==> src/rtl/pc_pkg.sv <==
// Shared types and helpers for the program-counter unit.
package pc_pkg;

  // Redirect request kinds; encoding 2'd3 is reserved and behaves as JUMP.
  typedef enum logic [1:0] {
    JUMP = 2'd0,
    CALL = 2'd1,
    RET  = 2'd2
  } redir_e;

  // Default sequential increment and the number of low address bits it implies.
  localparam int DEFAULT_INSTR_BYTES = 4;
  localparam int ALIGN_BITS          = $clog2(DEFAULT_INSTR_BYTES);

  // Number of low bits cleared by alignment for a given instruction size.
  function automatic int align_bits(input int instr_bytes);
    return $clog2(instr_bytes);
  endfunction

endpackage

==> src/rtl/pc_ras.sv <==
// Return-address stack: circular buffer with a top pointer and an entry count.
// A push when full overwrites the oldest entry; a pop when empty does nothing.
module pc_ras #(
  parameter int XLEN      = 32,
  parameter int RAS_DEPTH = 4
) (
  input  logic            clk,
  input  logic            rst,
  input  logic            push,
  input  logic [XLEN-1:0] push_data,
  input  logic            pop,
  output logic [XLEN-1:0] top,
  output logic            empty,
  output logic            full
);

  localparam int PTR_W = $clog2(RAS_DEPTH);
  localparam int CNT_W = PTR_W + 1;
  localparam logic [CNT_W-1:0] DEPTH_C = CNT_W'(RAS_DEPTH);

  logic [PTR_W-1:0] top_q, top_d;
  logic [CNT_W-1:0] cnt_q, cnt_d;
  logic [XLEN-1:0]  mem_q [RAS_DEPTH];
  logic [XLEN-1:0]  mem_d [RAS_DEPTH];
  logic [PTR_W-1:0] wr_ptr_s;

  assign wr_ptr_s = top_q + PTR_W'(1);

  // Next pointer, count and storage for a push or a non-empty pop.
  always_comb begin
    top_d = top_q;
    cnt_d = cnt_q;
    mem_d = mem_q;
    if (push) begin
      top_d           = wr_ptr_s;
      mem_d[wr_ptr_s] = push_data;
      if (cnt_q != DEPTH_C) begin
        cnt_d = cnt_q + CNT_W'(1);
      end else begin
        cnt_d = cnt_q;
      end
    end else if (pop && (cnt_q != {CNT_W{1'b0}})) begin
      top_d = top_q - PTR_W'(1);
      cnt_d = cnt_q - CNT_W'(1);
    end else begin
      top_d = top_q;
    end
  end

  // Stack state registers; reset empties the stack and clears storage.
  always_ff @(posedge clk) begin
    if (!rst) begin
      top_q <= {PTR_W{1'b0}};
      cnt_q <= {CNT_W{1'b0}};
      for (int i = 0; i < RAS_DEPTH; i++) begin
        mem_q[i] <= {XLEN{1'b0}};
      end
    end else begin
      top_q <= top_d;
      cnt_q <= cnt_d;
      for (int i = 0; i < RAS_DEPTH; i++) begin
        mem_q[i] <= mem_d[i];
      end
    end
  end

  assign top   = mem_q[top_q];
  assign empty = (cnt_q == {CNT_W{1'b0}});
  assign full  = (cnt_q == DEPTH_C);

endmodule

==> src/rtl/pc_unit.sv <==
// Program-counter unit: PC register, PC+step adder, priority next-PC
// selection (trap > redirect > stall > sequential) and return prediction.
module pc_unit
  import pc_pkg::*;
#(
  parameter int              XLEN         = 32,
  parameter int              INSTR_BYTES  = 4,
  parameter logic [XLEN-1:0] RESET_VECTOR = 32'h0000_0000,
  parameter int              RAS_DEPTH    = 4
) (
  input  logic            clk,
  input  logic            rst,
  input  logic            stall,
  input  logic            redir_valid,
  input  redir_e          redir_kind,
  input  logic [XLEN-1:0] redir_target,
  input  logic            trap,
  input  logic [XLEN-1:0] trap_vector,
  output logic [XLEN-1:0] pc,
  output logic [XLEN-1:0] pc_plus,
  output logic            pc_valid,
  output logic            flush,
  output logic            misalign_err,
  output logic            ras_empty,
  output logic            ras_full
);

  localparam int              A_BITS   = align_bits(INSTR_BYTES);
  localparam logic [XLEN-1:0] LOW_MASK = ~({XLEN{1'b1}} << A_BITS);

  logic [XLEN-1:0] pc_q, pc_d;
  logic            pc_valid_q, pc_valid_d;
  logic            flush_q, flush_d;
  logic            misalign_q, misalign_d;
  logic            ras_push_s, ras_pop_s;
  logic [XLEN-1:0] ras_top_s;
  logic [XLEN-1:0] target_aligned_s;
  logic            target_misaligned_s;

  assign pc_plus             = pc_q + XLEN'(INSTR_BYTES);
  assign target_aligned_s    = redir_target & ~LOW_MASK;
  assign target_misaligned_s = |(redir_target & LOW_MASK);

  pc_ras #(
    .XLEN      (XLEN),
    .RAS_DEPTH (RAS_DEPTH)
  ) u_ras (
    .clk       (clk),
    .rst       (rst),
    .push      (ras_push_s),
    .push_data (pc_plus),
    .pop       (ras_pop_s),
    .top       (ras_top_s),
    .empty     (ras_empty),
    .full      (ras_full)
  );

  // Next-PC priority mux and RAS push/pop requests.
  always_comb begin
    pc_d       = pc_q;
    pc_valid_d = pc_valid_q;
    flush_d    = 1'b0;
    misalign_d = 1'b0;
    ras_push_s = 1'b0;
    ras_pop_s  = 1'b0;
    if (!pc_valid_q) begin
      // First cycle out of reset: become valid at the reset vector.
      pc_valid_d = 1'b1;
    end else if (trap) begin
      pc_d    = trap_vector;
      flush_d = 1'b1;
    end else if (redir_valid) begin
      flush_d = 1'b1;
      case (redir_kind)
        CALL: begin
          ras_push_s = 1'b1;
          pc_d       = target_aligned_s;
          misalign_d = target_misaligned_s;
        end
        RET: begin
          if (!ras_empty) begin
            ras_pop_s = 1'b1;
            pc_d      = ras_top_s;
          end else begin
            pc_d       = target_aligned_s;
            misalign_d = target_misaligned_s;
          end
        end
        default: begin
          pc_d       = target_aligned_s;
          misalign_d = target_misaligned_s;
        end
      endcase
    end else if (stall) begin
      pc_d = pc_q;
    end else begin
      pc_d = pc_plus;
    end
  end

  // Architectural PC and status pulse registers.
  always_ff @(posedge clk) begin
    if (!rst) begin
      pc_q       <= RESET_VECTOR;
      pc_valid_q <= 1'b0;
      flush_q    <= 1'b0;
      misalign_q <= 1'b0;
    end else begin
      pc_q       <= pc_d;
      pc_valid_q <= pc_valid_d;
      flush_q    <= flush_d;
      misalign_q <= misalign_d;
    end
  end

  assign pc           = pc_q;
  assign pc_valid     = pc_valid_q;
  assign flush        = flush_q;
  assign misalign_err = misalign_q;

endmodule

==> config.mk <==
export PLATFORM = sky130hd
export DESIGN_NAME = pc_unit
export DESIGN_NICKNAME = d
export VERILOG_FILES = /design/src/rtl/pc_pkg.sv /design/src/rtl/pc_ras.sv /design/src/rtl/pc_unit.sv
export SDC_FILE = /design/constraint.sdc
export NUM_CORES = 1
export LEC_CHECK = 0
export ABC_AREA = 1
export CORE_MARGIN = 3
export CORE_UTILIZATION = 29
export CTS_BUF_LIST = sky130_fd_sc_hd__clkbuf_4 sky130_fd_sc_hd__clkbuf_8 sky130_fd_sc_hd__clkbuf_16
export CTS_CLUSTER_SIZE = 10
export DETAILED_ROUTE_END_ITERATION = 6
export DONT_BUFFER_PORTS = 1
export HOLD_SLACK_MARGIN = 0.02
export PLACE_DENSITY = 0.43
export SYNTH_ARGS = -nofsm -noshare
export SYNTH_HDL_FRONTEND = slang
export SYNTH_SLANG_ARGS = --single-unit
export TNS_END_PERCENT = 20
==> constraint.sdc <==
create_clock -name clk -period 2.08 [get_ports clk]
set_clock_uncertainty 0.05 [all_clocks]
set_input_delay 0.416 -clock clk [delete_from_list [all_inputs] [get_ports clk]]
set_output_delay 0.416 -clock clk [all_outputs]
set_load 0.01 [all_outputs]
### Word level (Yosys, flattened, before mapping)

Index checks and enable logic that the tools add are counted.

* bits in registers: 168
* bits in read-only memories: 0
* memories kept: 0
* input port bits: 71
* output and inout bits: 69
* bits in latches: 0
* RAM bits: 0
* word-level logic and storage cells: 69

* $mul: 0
* bitwise logic cells: 5
* add/subtract/negate cells: 5
* divide/modulo/power cells: 0
* order comparisons: 3
* equality and inequality tests: 6
* mux-type cells: 30
* reductions and logical operators: 10
* shifts and indexed selects: 0

Operators by type and width (number)
* 32-bit 2-to-1 mux: 8
* 128-bit bitwise mux: 1
* 32-bit binary-select mux with 2-bit select: 1
* 32-bit demux with 2-bit select: 1
* 32-bit by 3-bit adder with 32-bit output (second input constant): 1
* 1-bit 2-to-1 mux: 14
* 3-bit 2-to-1 mux: 3
* 3-bit greater-or-equal comparator (second input constant): 2
* 2-bit inverter with 3-bit output: 2
* 2-bit AND reduction: 3
* 2-bit 2-to-1 mux: 2
* 4-bit OR reduction: 1
* 3-bit by 1-bit adder with 3-bit output (second input constant): 1
* 3-bit == test (second input constant): 1
* 3-bit zero test: 1
* 3-bit by 1-bit < comparator with 1-bit output (second input constant): 1
* 3-bit by 1-bit != test with 1-bit output (second input constant): 1
* 3-bit != test (second input constant): 1
* 1-bit inverter: 3
* 3-bit nonzero test: 1
* 3-bit by 1-bit subtractor with 3-bit output (second input constant): 1
* 2-bit by 1-bit adder with 2-bit output (second input constant): 1
* 2-bit by 1-bit == test with 1-bit output (second input constant): 1
* 2-bit == test (second input constant): 1
* 5 further kinds: 6

### Depth between registers and ports, before layout

Gate-level depths: netlist of run 1.

* word-level depth: 9
* mapped depth: 11
* gate-level depth less buffers: 10

### Hierarchy

From an unflattened synthesis of run 1, not the netlist that was laid out.

* cell total of the unflattened synthesis: 1278
* area total of the unflattened synthesis: 8629.5 um^2

Modules (own cells, without submodules)
* pc_ras: sequential area each 2662.6 um^2, cells each 793, area an instance 5704.2 um^2, times used 1
* pc_unit: sequential area each 700.7 um^2, cells each 485, area an instance 2925.3 um^2, times used 1

### Least setup slack after synthesis of run 1

OpenSTA, ideal clock, no wires.

* kind: input to register
* start: input port trap
* end: register u_ras.cnt_q[2]
* buffers on the path: 1
* data required time: 1.915 ns
* setup time: 0.115 ns
* stages: 10
* setup slack: 0.136 ns
* arrival time: 1.779 ns
* path through: buf_6 -> nor2_8 -> nand2_4 -> nor2_8 -> inv_1 -> fa_1 -> xnor2_1 -> nand3_1 -> nand2_1 -> nor2_1

* longest elaborated chain between the ends: 5
* elaborated cells between the ends (all ways): 9
* classes of those cells: eq/ne (1); mux (5); reduce/logical (3)

RTL lines
* from (decl): line pc_unit.sv:17 `input logic trap,`
* 1-bit 2-to-1 mux: line pc_unit.sv:69 `end else if (trap) begin`
* 1-bit 2-to-1 mux: line pc_unit.sv:66 `if (!pc_valid_q) begin`
* 1-bit logical AND: line pc_ras.sv:42 `end else if (pop && (cnt_q != {CNT_W{1'b0}})) begin`
* 2-bit nonzero test (no line)
* 2-bit AND reduction (no line)
* to (signal assigned): line pc_ras.sv:54 `cnt_q <= {CNT_W{1'b0}};`
* to (signal assigned): line pc_ras.sv:60 `cnt_q <= cnt_d;`
* to (decl): line pc_ras.sv:22 `logic [CNT_W-1:0] cnt_q, cnt_d;`

Several ways; a longest one is shown, not always the timed one.
A chain may end at the register's enable or synchronous reset.

### Worst setup path after layout of run 1

* start: register pc_q[3] (netlist: pc[3])
* end: output port pc_plus[18]

* longest elaborated chain between the ends: 1

RTL lines
* from (decl): line pc_unit.sv:31 `logic [XLEN-1:0] pc_q, pc_d;`
* from (signal assigned): line pc_unit.sv:109 `pc_q <= pc_d;`
* 32-bit by 3-bit adder with 32-bit output: line pc_unit.sv:40 `assign pc_plus = pc_q + XLEN'(INSTR_BYTES);`
* to (decl): line pc_unit.sv:20 `output logic [XLEN-1:0] pc_plus,`

No other way between the ends.

==> summary.md, run 1 <==
| Metric | Value |
|---|---|
| Status | `finished with violations` |
| Failing checks | `negative setup slack` |
| Worst-path cell chain | `ha_4 > nand2_2 > nor2_4 > nand2_4 > o21ai_1 > nand2_2 > buf_6` |
| Largest net degree at the start of global routing | `slightly above 90` |
| Initial antenna violation count | `0` |
| DR vias | `between 8000 and 9000` |
| TritonCTS clock tree | `done` |
| CTS sink cnt | `about 170` |
| Routed len/inst | `approximately 19 um` |
| RSZ-0062 raised after global routing | `yes` |
| Max-cap viol count | `0` |
| Root buf cell | `clkbuf_16` |
| Total grt overflow | `0` |
| Post-synth EDFFs | `0` |
| Filler instances | `around 3300` |
| WHS Endpoint | `u_ras.mem_q[41]` |
| Area of the die | `between 0.03 and 0.04 mm^2` |
| Power share of the combinational group | `0.121` |
| HPWL after detailed placement | `between 20000 and 25000 um` |
| Net Count, Synth | `approximately 1500` |
| WHS Path Cells | `2` |
| GRT Overall Usage | `0.205` |
| Placed Area | `0.00995 mm^2` |
| First-pass detailed-route iteration total | `5` |
| Worst Setup Slack, final | `-0.131 ns` |
| # nets final | `between 1500 and 2000` |
| CP Capture Type | `primary output` |
| Share of layout cells above drive strength 1 | `0.173` |
| Setup total negative slack | `-1.99 ns` |
| Fraction of registers with async set/reset | `0` |
| Number of synthesis warnings | `0` |
| RR Startpoint | `u_ras.top_q[1]` |
| Critical Path Most Common Cell | `nand2_2` |
| Final period util | `1.06` |
| Most common cell after layout, fill and taps aside | `nand2_1` |
| Clock H-tree levels | `4` |
| Storage cell area | `about 0.0034 mm^2` |
| Die extent in x | `about 180 um` |
| Synth Cell Area | `around 0.0090 mm^2` |
| Final setup fails | `24` |
| Crit path time final | `about 2.2 ns` |
| Worst VDD drop | `approximately 0.4 mV` |
| Fin. Hold Viols | `0` |
| ANT cells | `0` |
| First-pass GRT wire length | `around 52000 um` |
| Max-slew violation count | `0` |
| Clk buf depth | `2` |
| Sw power | `approximately 0.0021 W` |
| Setup Crit Path Kind | `flop to primary output` |
| Hold Path Class | `primary input to flop` |
| Starting Density | `0.299` |
| PortBufs | `0` |
| Row cnt | `between 60 and 70` |
| Slew margin rel. | `0.657` |
| Critical path required time | `about 1.6 ns` |
| Crit-path slowest cell | `dfxtp_2` |
| FF-to-FF End | `u_ras.mem_q[95]` |
| Worst Hold Margin | `between 0.06 and 0.07 ns` |
| Max incr delay on CP | `around 0.36 ns` |
| Clock Latency Late Sink | `between 0.4 and 0.5 ns` |
| GPL Wtd Cong | `0.883` |
| Initial DRC Count | `between 600 and 700` |
| Fin area | `0.0110 mm^2` |
| Area delta synth->final | `22.8%` |
| Ports | `140` |
| Via/cell ratio | `4.84` |
| Hold path startpoint | `rst` |
| Power Internal | `0.00543 W` |
| Avg Inst Size Synth | `approximately 6.3 um^2` |
| Die Y | `between 150 and 200 um` |
| Worst-path clk slew | `0.07 ns` |
| Reg power frac | `0.448` |
| Crit path launch type | `flop` |
| Reg2reg setup slack | `0.23 ns` |
| Final Routed Wirelength | `between 30000 and 40000 um` |
| Net Sw Frac | `0.281` |
| Post-place setup slack | `0.0852 ns` |
| Pleak | `4.97 nW` |
| Critical path peak fanout | `3` |
| Post-layout util | `0.367` |
| Main synth FF type | `dfxtp_1` |
| Synth top area cells | `dfxtp_1, nand2_1, nor2_1, o21ai_0, a21oi_1` |
| FMAX | `about 450 MHz` |
| Core outline area | `between 0.03 and 0.04 mm^2` |
| Clock Power Share | `0.431` |
| PwrDens | `683 mW/mm^2` |
| CTS buffer count | `17` |
| DRC Markers | `0` |
| Seq/Total Area, Yosys | `0.374` |
| Top-area cell type share of the netlist area | `0.374` |
| R2R depth | `9` |
| CP arrival | `~1.8 ns` |
| Yosys cell types | `38` |
| Post-DRT Antenna Nets | `0` |
| Vias in the first global route | `roughly 8500` |
| Multi-input logic area | `0.00488 mm^2` |
| Slew @ Worst Pin | `slightly above 0.5 ns` |
| Biggest area consumer among synthesized cells | `dfxtp_1` |
| Syn Inst Count | `about 1400` |
| Commonest cells after routing, fill and taps aside | `nand2_1, nor2_1, o21ai_0` |
| Number of synthesized register bits | `roughly 170` |
routing by layer:
layer	up-vias	wire length (um)	global-route usage
li1	4565	-	-
met1	4168	15600	0.276
met2	240	15900	0.332
met3	26	2510	0.0508
met4	0	426	0.0457
met5	-	0	0
kinds of logic after synthesis:
group / Yosys count / share of synthesized area
buf+inv: 256 / 0.122
compound gates: 355 / 0.202
simple gates: 622 / 0.282
flops: 168 / 0.374
xor+xnor: 10 / 0.0106
fa+ha+maj: 6 / 0.00918
critical path: cells and delay by family (launching register included):
family,cells,cell delay [ns]
compound gates,1,0.17
simple gates,4,0.50
buf+inv,1,0.14
fa+ha+maj,1,0.15
flops,1,0.36
stage by stage:
step,total power [W],instances
global placement,0.00430,1819
CTS,0.00760,1853
floorplan,0.00392,1417
global route,0.00785,1860
finish,0.00755,1860
detailed placement,0.00430,1819
final cells by class:
cell class / instances / area share
repair buffers: 105 / 0.0910
clock buffers: 18 / 0.0398
clock inverters: 13 / 0.0133
inverters: 173 / 0.0601
well taps: 390 / 0.0442
flip-flops and latches: 168 / 0.309
multi-input cells: 993 / 0.442
power groups by stage:
stage	registers [W]	logic, W	clock network (W)
6_report	0.00338	0.000915	0.00325
5_1_grt	0.00339	0.00101	0.00345
3_5_place_dp	0.00344	0.000855	0
2_1_floorplan	0.00345	0.000467	0
4_1_cts	0.00338	0.000891	0.00333
3_3_place_gp	0.00344	0.000862	0
cell usage after synthesis, types with 3 or more instances:
master	number
buf_6	11
o211ai_1	7
clkinv_2	4
nand2_1	279
a21oi_1	133
o21ai_0	160
inv_1	161
clkbuf_1	43
nand2_4	5
nor3_1	5
nor2_2	6
o21ai_1	46
dfxtp_1	168
inv_2	6
xnor2_1	4
nor2_1	254
buf_1	7
ha_1	5
nand2_2	4
buf_2	14
xor2_1	5
o221ai_1	3
buf_4	7
nand3_1	61
timing repair:
action	in CTS	in global routing
hold buffers	1	0
setup buffers	2	7
gates cloned	0	0
gates resized for setup	74	68
endpoints found under the hold margin	1	0
pin swaps	12	26
setup endpoints to repair	26	27
how the worst max path moves through the flow:
stage,endpoint,from,slack (ns)
6_report,pc_plus[18],pc[3],-0.13
5_1_grt,pc_plus[22],pc[3],-0.23
4_1_cts,pc_plus[16],pc[3],-0.21
3_5_place_dp,u_ras.mem_q[121],pc[6],0.09
3_3_place_gp,u_ras.mem_q[121],pc[5],0.11
2_1_floorplan,u_ras.cnt_q[2],trap,0.14
sequential cells by signal, indices dropped and copies added (netlist names):
register,flops
misalign_err,1
u_ras.mem_q,128
u_ras.cnt_q,3
u_ras.top_q,2
pc,32
pc_valid,1
flush,1
Note: power is estimated with default switching activity, not from simulation.
==> run 2, diff against run 1 <==
--- a/config.mk
+++ b/config.mk
@@ -6,14 +6,13 @@
 export NUM_CORES = 1
 export LEC_CHECK = 0
 export ABC_AREA = 1
-export CORE_MARGIN = 3
+export CORE_MARGIN = 2
 export CORE_UTILIZATION = 29
 export CTS_BUF_LIST = sky130_fd_sc_hd__clkbuf_4 sky130_fd_sc_hd__clkbuf_8 sky130_fd_sc_hd__clkbuf_16
 export CTS_CLUSTER_SIZE = 10
 export DETAILED_ROUTE_END_ITERATION = 6
 export DONT_BUFFER_PORTS = 1
 export HOLD_SLACK_MARGIN = 0.02
-export PLACE_DENSITY = 0.43
 export SYNTH_ARGS = -nofsm -noshare
 export SYNTH_HDL_FRONTEND = slang
 export SYNTH_SLANG_ARGS = --single-unit
==> summary.md, run 2 (same netlist as run 1, synthesis figures left out) <==
| Metric | Value |
|---|---|
| Hold Path Class | `primary input to flop (unchanged)` |
| Final period util | `1.06 (about the same)` |
| DRC Markers | `0 (unchanged)` |
| Worst-path cell chain | `ha_4 > buf_6 > nand3_4 > nor2_4 > nand3_4 > xnor2_4 (was ha_4 > nand2_2 > nor2_4 > nand2_4 > o21ai_1 > nand2_2 > buf_6)` |
| CTS sink cnt | `168 (unchanged)` |
| Net Sw Frac | `0.277 (was 0.281)` |
| Slew margin rel. | `0.628 (was 0.657)` |
| Reg2reg setup slack | `0.20 ns (was 0.23 ns)` |
| TritonCTS clock tree | `done (unchanged)` |
| Critical path peak fanout | `4 (was 3)` |
| Post-DRT Antenna Nets | `0 (unchanged)` |
| Max reg flops | `128 (unchanged)` |
| Area delta synth->final | `21.9% (was 22.8%)` |
| Setup Crit Path Kind | `flop to primary output (unchanged)` |
| # nets final | `1519 (was 1535)` |
| Vias in the first global route | `8591 (was 8508)` |
| Root buf cell | `clkbuf_16 (unchanged)` |
| Final setup fails | `25 (was 24)` |
| Fin area | `0.0110 mm^2 (about the same)` |
| Critical path required time | `1.61 ns (about the same)` |
| Area of the die | `0.0324 mm^2 (was 0.0332 mm^2)` |
| Die extent in x | `180 um (was 182 um)` |
| Core outline area | `0.0306 mm^2 (was 0.0301 mm^2)` |
| Max-cap viol count | `0 (unchanged)` |
| Clock Latency Late Sink | `0.45 ns (was 0.44 ns)` |
| Power Internal | `0.00555 W (was 0.00543 W)` |
| Max incr delay on CP | `0.37 ns (was 0.36 ns)` |
| Initial antenna violation count | `1 (was 0)` |
| First-pass detailed-route iteration total | `7 (was 5)` |
| Row cnt | `64 (was 63)` |
| GRT Overall Usage | `0.200 (was 0.205)` |
| Final Routed Wirelength | `33000 um (was 34500 um)` |
| Commonest cells after routing, fill and taps aside | `nand2_1, nor2_1, o21ai_0 (unchanged)` |
| Ports | `140 (unchanged)` |
| CP Capture Type | `primary output (unchanged)` |
| CTS buffer count | `17 (unchanged)` |
| Post-layout total power | `0.00768 W (was 0.00755 W)` |
| Clock H-tree levels | `4 (unchanged)` |
| Most common cell after layout, fill and taps aside | `nand2_1 (unchanged)` |
| Share of layout cells above drive strength 1 | `0.170 (was 0.173)` |
| Status | `finished with violations (unchanged)` |
| CP arrival | `1.75 ns (about the same)` |
| RSZ-0062 raised after global routing | `yes (unchanged)` |
| Crit path time final | `2.21 ns (about the same)` |
| FMAX | `452 MHz (about the same)` |
| Crit path launch type | `flop (unchanged)` |
| Slew @ Worst Pin | `0.558 ns (was 0.513 ns)` |
| Placed Area | `0.00982 mm^2 (was 0.00995 mm^2)` |
| Pleak | `4.92 nW (was 4.97 nW)` |
| Post-layout util | `0.358 (was 0.367)` |
| DR vias | `9174 (was 8999)` |
| Top reg by flops | `u_ras.mem_q (unchanged)` |
| Max-slew violation count | `0 (unchanged)` |
| Clock Power Share | `0.441 (was 0.431)` |
| Crit-path slowest cell | `dfxtp_4 (was dfxtp_2)` |
| Worst Setup Slack, final | `-0.133 ns (was -0.131 ns)` |
| Critical Path Most Common Cell | `nand3_4 (was nand2_2)` |
| Die Y | `180 um (was 182 um)` |
| Clk buf depth | `2 (unchanged)` |
| Power share of the combinational group | `0.120 (was 0.121)` |
| Worst VDD drop | `0.609 mV (was 0.412 mV)` |
| Failing checks | `negative setup slack (unchanged)` |
| PwrDens | `700 mW/mm^2 (was 683 mW/mm^2)` |
| Initial DRC Count | `807 (was 699)` |
| HPWL after detailed placement | `23100 um (was 24200 um)` |
| Fin. Hold Viols | `0 (unchanged)` |
| Reg power frac | `0.440 (was 0.448)` |
| Starting Density | `0.294 (was 0.299)` |
| Via/cell ratio | `4.95 (was 4.84)` |
| Worst-path clk slew | `0.07 ns (about the same)` |
| PortBufs | `0 (unchanged)` |
| Sw power | `0.00213 W (was 0.00212 W)` |
| GPL Wtd Cong | `0.980 (was 0.883)` |
| First-pass GRT wire length | `50600 um (was 52300 um)` |
| Total grt overflow | `0 (unchanged)` |
| Routed len/inst | `17.8 um (was 18.5 um)` |
| Largest net degree at the start of global routing | `93 (unchanged)` |
==> run 2: cell count changes in the layout (fill, tap and decap cells not counted), moves of 3 or more <==
cell | previous run | this run
inv_2 | 9 | 13
dfxtp_2 | 11 | 16
buf_12 | 15 | 12
nand2_1 | 253 | 246
nand2_4 | 17 | 24
dfxtp_4 | 11 | 7
buf_4 | 83 | 72
==> run 2: worst paths after layout <==
check,startpoint,endpoint,cells past startpoint
max,pc[3],pc_plus[16],6
min,rst,pc[18],2
max reg2reg,u_ras.cnt_q[0],pc[19],8
min reg2reg,u_ras.mem_q[67],u_ras.mem_q[67],2
==> run 2: power groups by stage <==
| stage | combinational, W | sequential, W | clock (W) |
|---|---|---|---|
| 2_1_floorplan | 0.000467 | 0.00345 | 0 |
| 3_3_place_gp | 0.000833 | 0.00343 | 0 |
| 3_5_place_dp | 0.000833 | 0.00344 | 0 |
| 4_1_cts | 0.000897 | 0.00337 | 0.00343 |
| 5_1_grt | 0.000990 | 0.00339 | 0.00356 |
| 6_report | 0.000918 | 0.00338 | 0.00338 |
==> run 2: per-stage QoR <==
stage               worst slack, ns  hold slack (ns)  setup TNS (ns)  std cells
global placement             0.0702            0.391               0       1813
finish                       -0.133           0.0518           -1.72       1852
floorplan                     0.136            0.380               0       1417
CTS                          -0.162           0.0390           -2.18       1850
global route                 -0.196           0.0405           -3.68       1852
detailed placement           0.0959            0.395               0       1813
==> run 2: layout make-up <==
class	count	area [um^2]
Antenna cell	1	2.50
Clock buffer	19	447
Clock inverter	13	169
Fill cell	3295	19600
Inverter	173	657
Multi-Input combinational cell	993	4950
Sequential cell	168	3410
Tap cell	396	495
Timing Repair Buffer	89	840
==> run 2: critical path, delay by kind of cell, from the launching register on <==
| kind | cells | cell delay [ns] |
|---|---|---|
| xor gates and xnor gates | 1 | 0.21 |
| adders and majority gates | 1 | 0.15 |
| buffers and inverters | 1 | 0.11 |
| DFF | 1 | 0.37 |
| and+or+nand+nor | 3 | 0.45 |
==> run 2: per-layer routing <==
metal,routed length [um],vias to the layer above,global-route usage
met5,0,-,0
met4,1050,0,0.0777
met3,1810,60,0.0348
met2,16000,274,0.342
met1,14100,4289,0.250
li1,-,4551,-
==> run 2: what timing repair did <==
action	in CTS	in global routing
hold buffers	1	0
pin swaps	20	20
setup buffers	4	1
endpoints found under the setup margin	25	27
endpoints found under the hold margin	1	0
gates resized for setup	108	41
